File: src/rtl/dcache_tag_ctrl.sv
// Data-cache tag controller.
// Arbitrates lookups and refill tag writes onto the tag RAM ports,
// returns one-cycle-latency lookup responses, keeps saturating hit/miss
// statistics, and runs a maintenance sequence (drain, clear, acknowledge)
// for invalidate-all and invalidate-line requests.
module dcache_tag_ctrl #(
   parameter int AWT       = 32,
   parameter int WORD_SEL  = 4,
   parameter int ENTRY_SEL = 7
) (
   input  logic           clk_i,
   input  logic           rst_i,
   input  logic           lk_valid_i,
   input  logic [AWT-1:0] lk_addr_i,
   output logic           lk_ready_o,
   input  logic           rf_valid_i,
   input  logic [AWT-1:0] rf_addr_i,
   output logic           rf_ready_o,
   input  logic           csr_req_i,
   input  logic           csr_all_i,
   input  logic [AWT-1:0] csr_addr_i,
   output logic           csr_ack_o,
   output logic           tag_rd_en_o,
   output logic [AWT-1:0] tag_rd_addr_o,
   output logic           tag_wr_en_o,
   output logic [AWT-1:0] tag_wr_addr_o,
   output logic           clear_all_o,
   output logic           clear_line_o,
   output logic [AWT-1:0] clear_addr_o,
   input  logic           tag_hit_i,
   output logic           lk_rsp_valid_o,
   output logic           lk_rsp_hit_o,
   output logic [31:0]    hit_cnt_o,
   output logic [31:0]    miss_cnt_o
);

   localparam int ENTRY_LO = WORD_SEL + 2;
   localparam int ENTRY_HI = ENTRY_SEL + WORD_SEL + 1;

   typedef enum logic [1:0] {
      IDLE  = 2'd0,
      DRAIN = 2'd1,
      CLEAR = 2'd2,
      DONE  = 2'd3
   } state_t;

   state_t         state_q, state_d;
   logic           clear_all_q, clear_all_d;
   logic           clear_line_q, clear_line_d;
   logic [AWT-1:0] clear_addr_q, clear_addr_d;
   logic           csr_ack_q, csr_ack_d;
   logic           inflight_q, inflight_d;
   logic [31:0]    hit_cnt_q, hit_cnt_d;
   logic [31:0]    miss_cnt_q, miss_cnt_d;

   logic rf_fire;
   logic lk_fire;
   logic same_entry;
   logic lk_conflict;

   // Handshake arbitration: refills win over a lookup to the same entry,
   // and lookups are held off for the whole maintenance sequence.
   always_comb begin
      same_entry    = (lk_addr_i[ENTRY_HI:ENTRY_LO] == rf_addr_i[ENTRY_HI:ENTRY_LO]);
      rf_ready_o    = (state_q != CLEAR);
      rf_fire       = rf_valid_i && rf_ready_o;
      lk_conflict   = rf_fire && lk_valid_i && same_entry;
      lk_ready_o    = (state_q == IDLE) && !csr_req_i && !lk_conflict;
      lk_fire       = lk_valid_i && lk_ready_o;
      tag_rd_en_o   = lk_fire;
      tag_rd_addr_o = lk_addr_i;
      tag_wr_en_o   = rf_fire;
      tag_wr_addr_o = rf_addr_i;
   end

   // Maintenance FSM next state and its registered strobes.
   always_comb begin
      state_d      = state_q;
      clear_all_d  = 1'b0;
      clear_line_d = 1'b0;
      clear_addr_d = clear_addr_q;
      csr_ack_d    = 1'b0;
      case (state_q)
         IDLE: begin
            if (csr_req_i) begin
               state_d = DRAIN;
            end
         end
         DRAIN: begin
            if (!lk_fire) begin
               state_d      = CLEAR;
               clear_all_d  = csr_all_i;
               clear_line_d = !csr_all_i;
               clear_addr_d = csr_addr_i;
            end
         end
         CLEAR: begin
            state_d   = DONE;
            csr_ack_d = 1'b1;
         end
         DONE: begin
            state_d = IDLE;
         end
         default: begin
            state_d = IDLE;
         end
      endcase
   end

   // Maintenance FSM state and registered outputs.
   always_ff @(posedge clk_i) begin
      if (rst_i) begin
         state_q      <= IDLE;
         clear_all_q  <= 1'b0;
         clear_line_q <= 1'b0;
         clear_addr_q <= '0;
         csr_ack_q    <= 1'b0;
      end else begin
         state_q      <= state_d;
         clear_all_q  <= clear_all_d;
         clear_line_q <= clear_line_d;
         clear_addr_q <= clear_addr_d;
         csr_ack_q    <= csr_ack_d;
      end
   end

   // Response tracking and saturating statistics; invalidate-all wipes
   // the statistics and beats any increment landing in the same cycle.
   always_comb begin
      inflight_d = lk_fire;
      hit_cnt_d  = hit_cnt_q;
      miss_cnt_d = miss_cnt_q;
      if (clear_all_q) begin
         hit_cnt_d  = '0;
         miss_cnt_d = '0;
      end else if (inflight_q) begin
         if (tag_hit_i) begin
            if (hit_cnt_q != 32'hFFFF_FFFF) begin
               hit_cnt_d = hit_cnt_q + 32'd1;
            end
         end else begin
            if (miss_cnt_q != 32'hFFFF_FFFF) begin
               miss_cnt_d = miss_cnt_q + 32'd1;
            end
         end
      end
   end

   // In-flight flag and counter registers.
   always_ff @(posedge clk_i) begin
      if (rst_i) begin
         inflight_q <= 1'b0;
         hit_cnt_q  <= '0;
         miss_cnt_q <= '0;
      end else begin
         inflight_q <= inflight_d;
         hit_cnt_q  <= hit_cnt_d;
         miss_cnt_q <= miss_cnt_d;
      end
   end

   // Output mapping; the response hit is masked outside response cycles.
   always_comb begin
      csr_ack_o      = csr_ack_q;
      clear_all_o    = clear_all_q;
      clear_line_o   = clear_line_q;
      clear_addr_o   = clear_addr_q;
      lk_rsp_valid_o = inflight_q;
      lk_rsp_hit_o   = inflight_q && tag_hit_i;
      hit_cnt_o      = hit_cnt_q;
      miss_cnt_o     = miss_cnt_q;
   end

endmodule

File: config.mk
export PLATFORM = sky130hd
export DESIGN_NAME = dcache_tag_ctrl
export DESIGN_NICKNAME = d
export VERILOG_FILES = /design/src/rtl/dcache_tag_ctrl.sv
export SDC_FILE = /design/constraint.sdc
export NUM_CORES = 1
export LEC_CHECK = 0
export ABC_CLOCK_PERIOD_IN_PS = 2500
export CORE_MARGIN = 3
export CORE_UTILIZATION = 40
export CTS_CLUSTER_SIZE = 20
export DETAILED_ROUTE_END_ITERATION = 10
export PLACE_DENSITY = 0.85
export RECOVER_POWER = 100
export SLEW_MARGIN = 15
export SYNTH_ARGS = -nofsm -noshare
export SYNTH_HDL_FRONTEND = slang
export SYNTH_SLANG_ARGS = --single-unit
File: constraint.sdc
create_clock -name clk_i -period 2.5 [get_ports clk_i]
set_input_delay 0.375 -clock clk_i [delete_from_list [all_inputs] [get_ports clk_i]]
set_output_delay 0.375 -clock clk_i [all_outputs]
set_load 0.02 [all_outputs]
==> results.yml, run 1 <==
logic_synthesis:
  async_reset_ff_share_pct: 0
  ys_seq_area_share_pct: 39.2
  yosys_warnings: 0
  synth_area_um2: 5200
  syn_nets: 720
  synth_edf_count: 0
  synthCells: 611
  ys_ff_latch: 102
  ys_dominant_reg_cell: "dfxtp_1"
  yosysUniqueCellTypes: 45
  avgSynthCellArea_um2: 8.52
finish:
  utilization_pct: 56.7
  final_cells: 913
  num-fill-cells: 1119
  n_antenna_cell: 0
  area_growth_pct: 38.0
  drive_gt1_share_pct: 8.23
  seqCellArea_um2: 2040
  multi_input_area_um2: 2560
  nNetsFinal: 845
setup_path:
  start_kind: "primary input"
  end_kind: "primary output"
  worstSetupPathType: "primary input to primary output"
  worstPathRequired_ns: 2.12
  cp_max_fo: 2
  arrival_ns: 2.07
floorplan:
  start_util_pct: 41.1
  fp.dieH_um: 120
  design.die.area_um2: 14400
  io_pins: 272
  die_w_um: 120
  core-area_um2: 12700
  std_cell_rows: 41
pwr:
  cellPowerDensity_nw_per_um2: 662
  switching_share_pct: 28.7
  clockPowerShare_pct: 34.7
  switchingPower_w: 0.00137
  seqPwrFrac_pct: 39.0
  p_leak_nw: 2.49
  vdd_ir_drop_max_v: 0.000543
  internal_power_w: 0.00339
  power_frac_comb_pct: 26.3
detailed_routing:
  drt_iter0_markers: 233
  routedWlPerCell_um: 15.6
  drt.antenna.violating_nets: 0
  vias: 4794
  dr.pass1.iters: 4
  post-route-drc-count: 0
  drt-total-wl_um: 14200
  viasPerCell: 5.25
clock_tree:
  cts_sinks: 102
  clk_latency_ns: 0.35
  cts_max_level: 3
  hold_buffers: 0
  clockRootBuffer: "clkbuf_16"
  cts_made_buffers: 9
  clockBufferDepth: 2
  cts_tree: "built"
  path_clk_slew_ns: 0.07
global_routing:
  antenna_found_initial: 0
  grt_pass1_vias: 4564
  grt_pass1_wl_um: 22600
  track_usage_pct: 19.3
  grt-ovfl-total: 0
  grt_start_max_net_pins: 29
placed_design:
  place.gp.congestion: 0.823
  place.port_buffers: 171
  dpl.hpwl_um: 10500
  numPlacedInstances: 897
sta:
  finalSetupViolCount: 0
  hold_viol: 0
  drv_slew: 0
  timing.final.crit_share_pct: 97.7
  period_needed_ns: 2.44
  timing.fmax_mhz: 409
  relSlewSlack_pct: 45.5
  clock_skew_ns: 0.00632
  worstMarginPinSlew_ns: 0.817
job:
  maxCapViolCount: 0
outcome:
  status: "complete, no violations"
worst_hold_path:
  hp-class: "flip-flop to flip-flop"
[worst max-delay path: stages]
cell             delay (ns)
clkdlybuf4s50_1        0.52
xnor2_1                0.13
nand4_1                0.16
nor4_4                 0.36
buf_4                  0.17
nor2_1                 0.03
dlygate4sd2_1          0.31
[worst paths after layout]
path	cells past startpoint	endpoint	slack, ns	start
hold / removal	2	clear_addr_o[21]	0.50	clear_addr_o[21]
setup / recovery	7	lk_ready_o	0.06	rf_addr_i[7]
setup reg to reg	5	hit_cnt_o[26]	0.30	hit_cnt_o[11]
hold reg to reg	2	clear_addr_o[21]	0.50	clear_addr_o[21]
[cell families after synthesis]
family          synth area share, %
buf+inv                        12.2
xor+xnor                       3.20
mux                            7.12
fa+ha+maj                      1.44
simple gates                   24.9
compound gates                 11.9
flops                          39.2
[power groups by stage]
stage | registers [W] | logic, W | clock network, W
after detailed placement | 0.00189 | 0.00127 | 0
after floorplan | 0.00203 | 0.000681 | 0
after global routing | 0.00187 | 0.00134 | 0.00174
after global placement | 0.00188 | 0.00126 | 0
final | 0.00185 | 0.00125 | 0.00165
after CTS | 0.00185 | 0.00128 | 0.00168
[layout by cell type, fill, tap and decap left out, types with 4 or more instances in the layout]
cell type	instances
xnor2_1	17
o21ai_0	33
and3_1	6
or3_1	41
and2_1	10
nor2_1	51
and4_1	12
or4_1	9
inv_1	10
clkbuf_16	9
nand3_1	27
a21oi_1	39
ha_1	5
a211oi_1	5
nor3_1	6
buf_4	35
nand4_1	19
nand2_1	36
o31ai_1	6
nor4_1	4
a31oi_1	4
clkdlybuf4s50_1	169
o211ai_1	4
dfxtp_1	102
mux2i_1	37
[synth_stat cells (all sizes together), types with 9 or more instances]
master / n / share of area [%]
or3: 41 / 4.9
inv: 10 / 0.72
and2: 10 / 1.2
a21oi: 39 / 3.8
nor2: 52 / 3.8
buf: 71 / 9.8
o21ai: 33 / 3.2
nand2: 36 / 2.6
or4: 9 / 1.3
nand4: 20 / 2.5
and4: 12 / 2.0
nand3: 27 / 2.6
dfxtp: 102 / 39
mux2i: 37 / 7.1
xnor2: 17 / 2.9
clkbuf: 23 / 1.7
[through the flow]
step	cell area [um2]	worst slack [ns]	power (W)	hold WS (ns)	TNS (ns)
2_1_floorplan	5200	0.198	0.00271	0.449	0
3_3_place_gp	6830	-0.199	0.00314	0.463	-0.362
3_5_place_dp	6830	-0.205	0.00316	0.470	-0.374
4_1_cts	7190	0.0284	0.00481	0.496	0
5_1_grt	7180	-0.0189	0.00495	0.523	-0.0189
6_report	7180	0.0578	0.00475	0.496	0
[timing repair]
action                                 4_1_cts  5_1_grt
pin swaps                                    0        1
resized for setup                            3        4
endpoints found under the hold margin        0        0
setup endpoints to repair                    2        2
buffers inserted                             0        0
[area by class of cell]
| class | count | share of cell area (%) |
|---|---|---|
| well taps | 172 | 3.00 |
| flip-flops and latches | 102 | 28.4 |
| repair buffers | 208 | 27.6 |
| inverters | 10 | 0.523 |
| clock buffers | 11 | 3.38 |
| clock inverters | 5 | 1.48 |
| multi-input cells | 405 | 35.6 |
[registers in the layout (all words and copies together), names as in the netlist]
register / cells
clear_addr_o: 32
hit_cnt_o: 32
miss_cnt_o: 32
state_q: 2
clear_all_o: 1
clear_line_o: 1
csr_ack_o: 1
lk_rsp_valid_o: 1
[routing by layer]
layer  global-route usage (%)  wire [um]
met5                        0          0
met4                     5.58        161
met3                     8.77       1310
met2                     31.4       6770
met1                     22.8       5990
No activity file was read; power rests on OpenSTA's default activity.
==> run 2, diff against run 1 <==
ABC_CLOCK_PERIOD_IN_PS = 2000   (was 2500)
CORE_UTILIZATION = 36   (was 40)
PLACE_DENSITY = 0.81   (was 0.85)
clock period = 2 ns   (was 2.5 ns; I/O delays follow)
==> run 2 against run 1 <==
The flow now finishes with violations (negative setup slack). Combinational power up 26%. Via count up 6.4%. Routed wire length rose by 6.6%. Die area rose by 11%. Clock power rose by 3%. Core utilization fell by 1.7 points. Total power increased by 17%. Worst setup slack got worse by 0.073 ns. Critical path type is now flip-flop to flip-flop. Final cell count grew 6.9%. Register-to-register slack worse by 0.31 ns. Sequential power is 24% higher. Global-route usage is 0.65 points lower. Largest cell class unchanged.
==> results.yml, run 2 (synthesis gave the netlist of run 1 again) <==
finish:
  num-fill-cells: 1244
  nNetsFinal: 900
  drive_gt1_share_pct: 19.8
  area_growth_pct: 47.8
  layout_common_cells: "92 x clkdlybuf4s50_1, 86 x buf_4, 77 x dfxtp_1, 65 x dlygate4sd3_1, 50 x nor2_1"
  final_common_cell: "clkdlybuf4s50_1"
  utilization_pct: 55.0
  n_antenna_cell: 0
detailed_routing:
  vias: 5101
  routedWlPerCell_um: 15.5
  drt-total-wl_um: 15200
  post-route-drc-count: 0
  viasPerCell: 5.23
  drt_iter0_markers: 196
  dr.pass1.iters: 5
  drt.antenna.violating_nets: 0
clock_tree:
  cts_max_level: 3
  cts_sinks: 102
  path_clk_slew_ns: 0.08
  clockRootBuffer: "clkbuf_16"
  clockBufferDepth: 2
  clk_latency_ns: 0.36
  cts_made_buffers: 9
  cts_tree: "built"
setup_path:
  end_kind: "flip-flop"
  crit_path_top_delay_cell: "or4b_4"
  start_kind: "flip-flop"
  cp_max_fo: 7
  cp_common_cell: "or3_4"
  arrival_ns: 2.30
  path_buf_inv: 0
  crit_chain: "nand4_1 -> or3_4 -> or4b_4 -> or3_4 -> a21oi_2"
  worstPathRequired_ns: 2.29
  max_stage_delay_ns: 0.59
  cp_top_family: "simple AND/OR/NAND/NOR gates"
  worstSetupPathType: "flip-flop to flip-flop"
floorplan:
  io_pins: 272
  fp.dieH_um: 126
  design.die.area_um2: 15900
  die_w_um: 126
  start_util_pct: 37.2
  core-area_um2: 14000
  std_cell_rows: 43
global_routing:
  grt-ovfl-total: 0
  grt_pass1_vias: 5055
  grt_start_max_net_pins: 40
  antenna_found_initial: 0
  grt_pass1_wl_um: 24400
  track_usage_pct: 18.6
sta:
  drv_slew: 0
  finalSetupViolCount: 1
  period_needed_ns: 2.01
  hold_viol: 0
  clock_skew_ns: 0.00968
  timing.fmax_mhz: 496
  worstMarginPinSlew_ns: 0.592
  timing.final.crit_share_pct: 101
  relSlewSlack_pct: 60.5
  fin_setup_tns_ns: -0.0147
  rsz0062_at_grt: "yes"
  setup_slack_ns: -0.0147
  whs_ns: 0.374
pwr:
  internal_power_w: 0.00381
  power_frac_comb_pct: 28.3
  p_leak_nw: 3.03
  clockPowerShare_pct: 30.6
  cellPowerDensity_nw_per_um2: 724
  seqPwrFrac_pct: 41.1
  vdd_ir_drop_max_v: 0.000673
  switchingPower_w: 0.00176
  switching_share_pct: 31.6
job:
  maxCapViolCount: 0
outcome:
  violations: "negative setup slack"
  status: "finished with violations"
placed_design:
  post-place-ws_ns: -0.511
  dpl.hpwl_um: 11300
  place.port_buffers: 171
  place.gp.congestion: 0.823
worst_hold_path:
  hp-class: "primary input to flip-flop"
## run 2: cell types whose count changed in the layout (fill, tap and decap cells not counted), moves of 10 or more
cell | before | now
dfxtp_2 | 0 | 15
dlygate4sd3_1 | 0 | 65
buf_4 | 35 | 86
clkdlybuf4s50_1 | 169 | 92
dfxtp_4 | 0 | 10
dfxtp_1 | 102 | 77
## run 2: layer usage
layer	vias to the layer above	part of all wire, %	GRT usage, %
met4	0	0.98	5.11
li1	2493	-	-
met5	-	0	0
met2	214	48	31.2
met1	2377	41	21.8
met3	17	9.5	8.02
## run 2: area by class of cell
class	count	area, um2	share of cell area, %
inverters	10	37.5	0.488
multi-input cells	405	2630	34.1
flip-flops and latches	102	2100	27.3
well taps	180	225	2.93
repair buffers	263	2420	31.5
clock buffers	9	225	2.93
clock inverters	7	57.6	0.748
## run 2: tightest hold or removal path, stage by stage
cell and delay [ns]:
buf_2 0.19, or3_1 0.13, mux2i_1 0.06
## run 2: power by group through the flow
| stage | Combinational, W | Clock (W) | Sequential, W |
|---|---|---|---|
| finish | 0.00158 | 0.00170 | 0.00229 |
| global route | 0.00172 | 0.00184 | 0.00231 |
| CTS | 0.00171 | 0.00176 | 0.00230 |
| detailed placement | 0.00168 | 0 | 0.00234 |
| global placement | 0.00165 | 0 | 0.00233 |
| floorplan | 0.000851 | 0 | 0.00252 |
## run 2: worst paths after layout
| kind | startpoint | to | slack, ns | cells past startpoint |
|---|---|---|---|---|
| worst max register to register | hit_cnt_o[10] | hit_cnt_o[28] | -0.01 | 5 |
| worst min register to register | state_q[1] | state_q[1] | 0.49 | 2 |
| worst min-delay path | rst_i | miss_cnt_o[6] | 0.37 | 3 |
| worst max-delay path | hit_cnt_o[10] | hit_cnt_o[28] | -0.01 | 5 |
## run 2: stage by stage
stage | power, W | area (um2) | std cells
5_1_grt | 0.00586 | 7690 | 976
2_1_floorplan | 0.00337 | 5290 | 611
3_5_place_dp | 0.00401 | 7290 | 954
4_1_cts | 0.00576 | 7660 | 973
6_report | 0.00557 | 7690 | 976
3_3_place_gp | 0.00398 | 7290 | 954
## run 2: timing repair
action | CTS | global route
buffers inserted | 3 | 3
hold endpoints to repair | 0 | 0
pin swaps | 9 | 7
endpoints found under the setup margin | 15 | 19
hold buffers | 0 | 0
gates resized for setup | 33 | 19
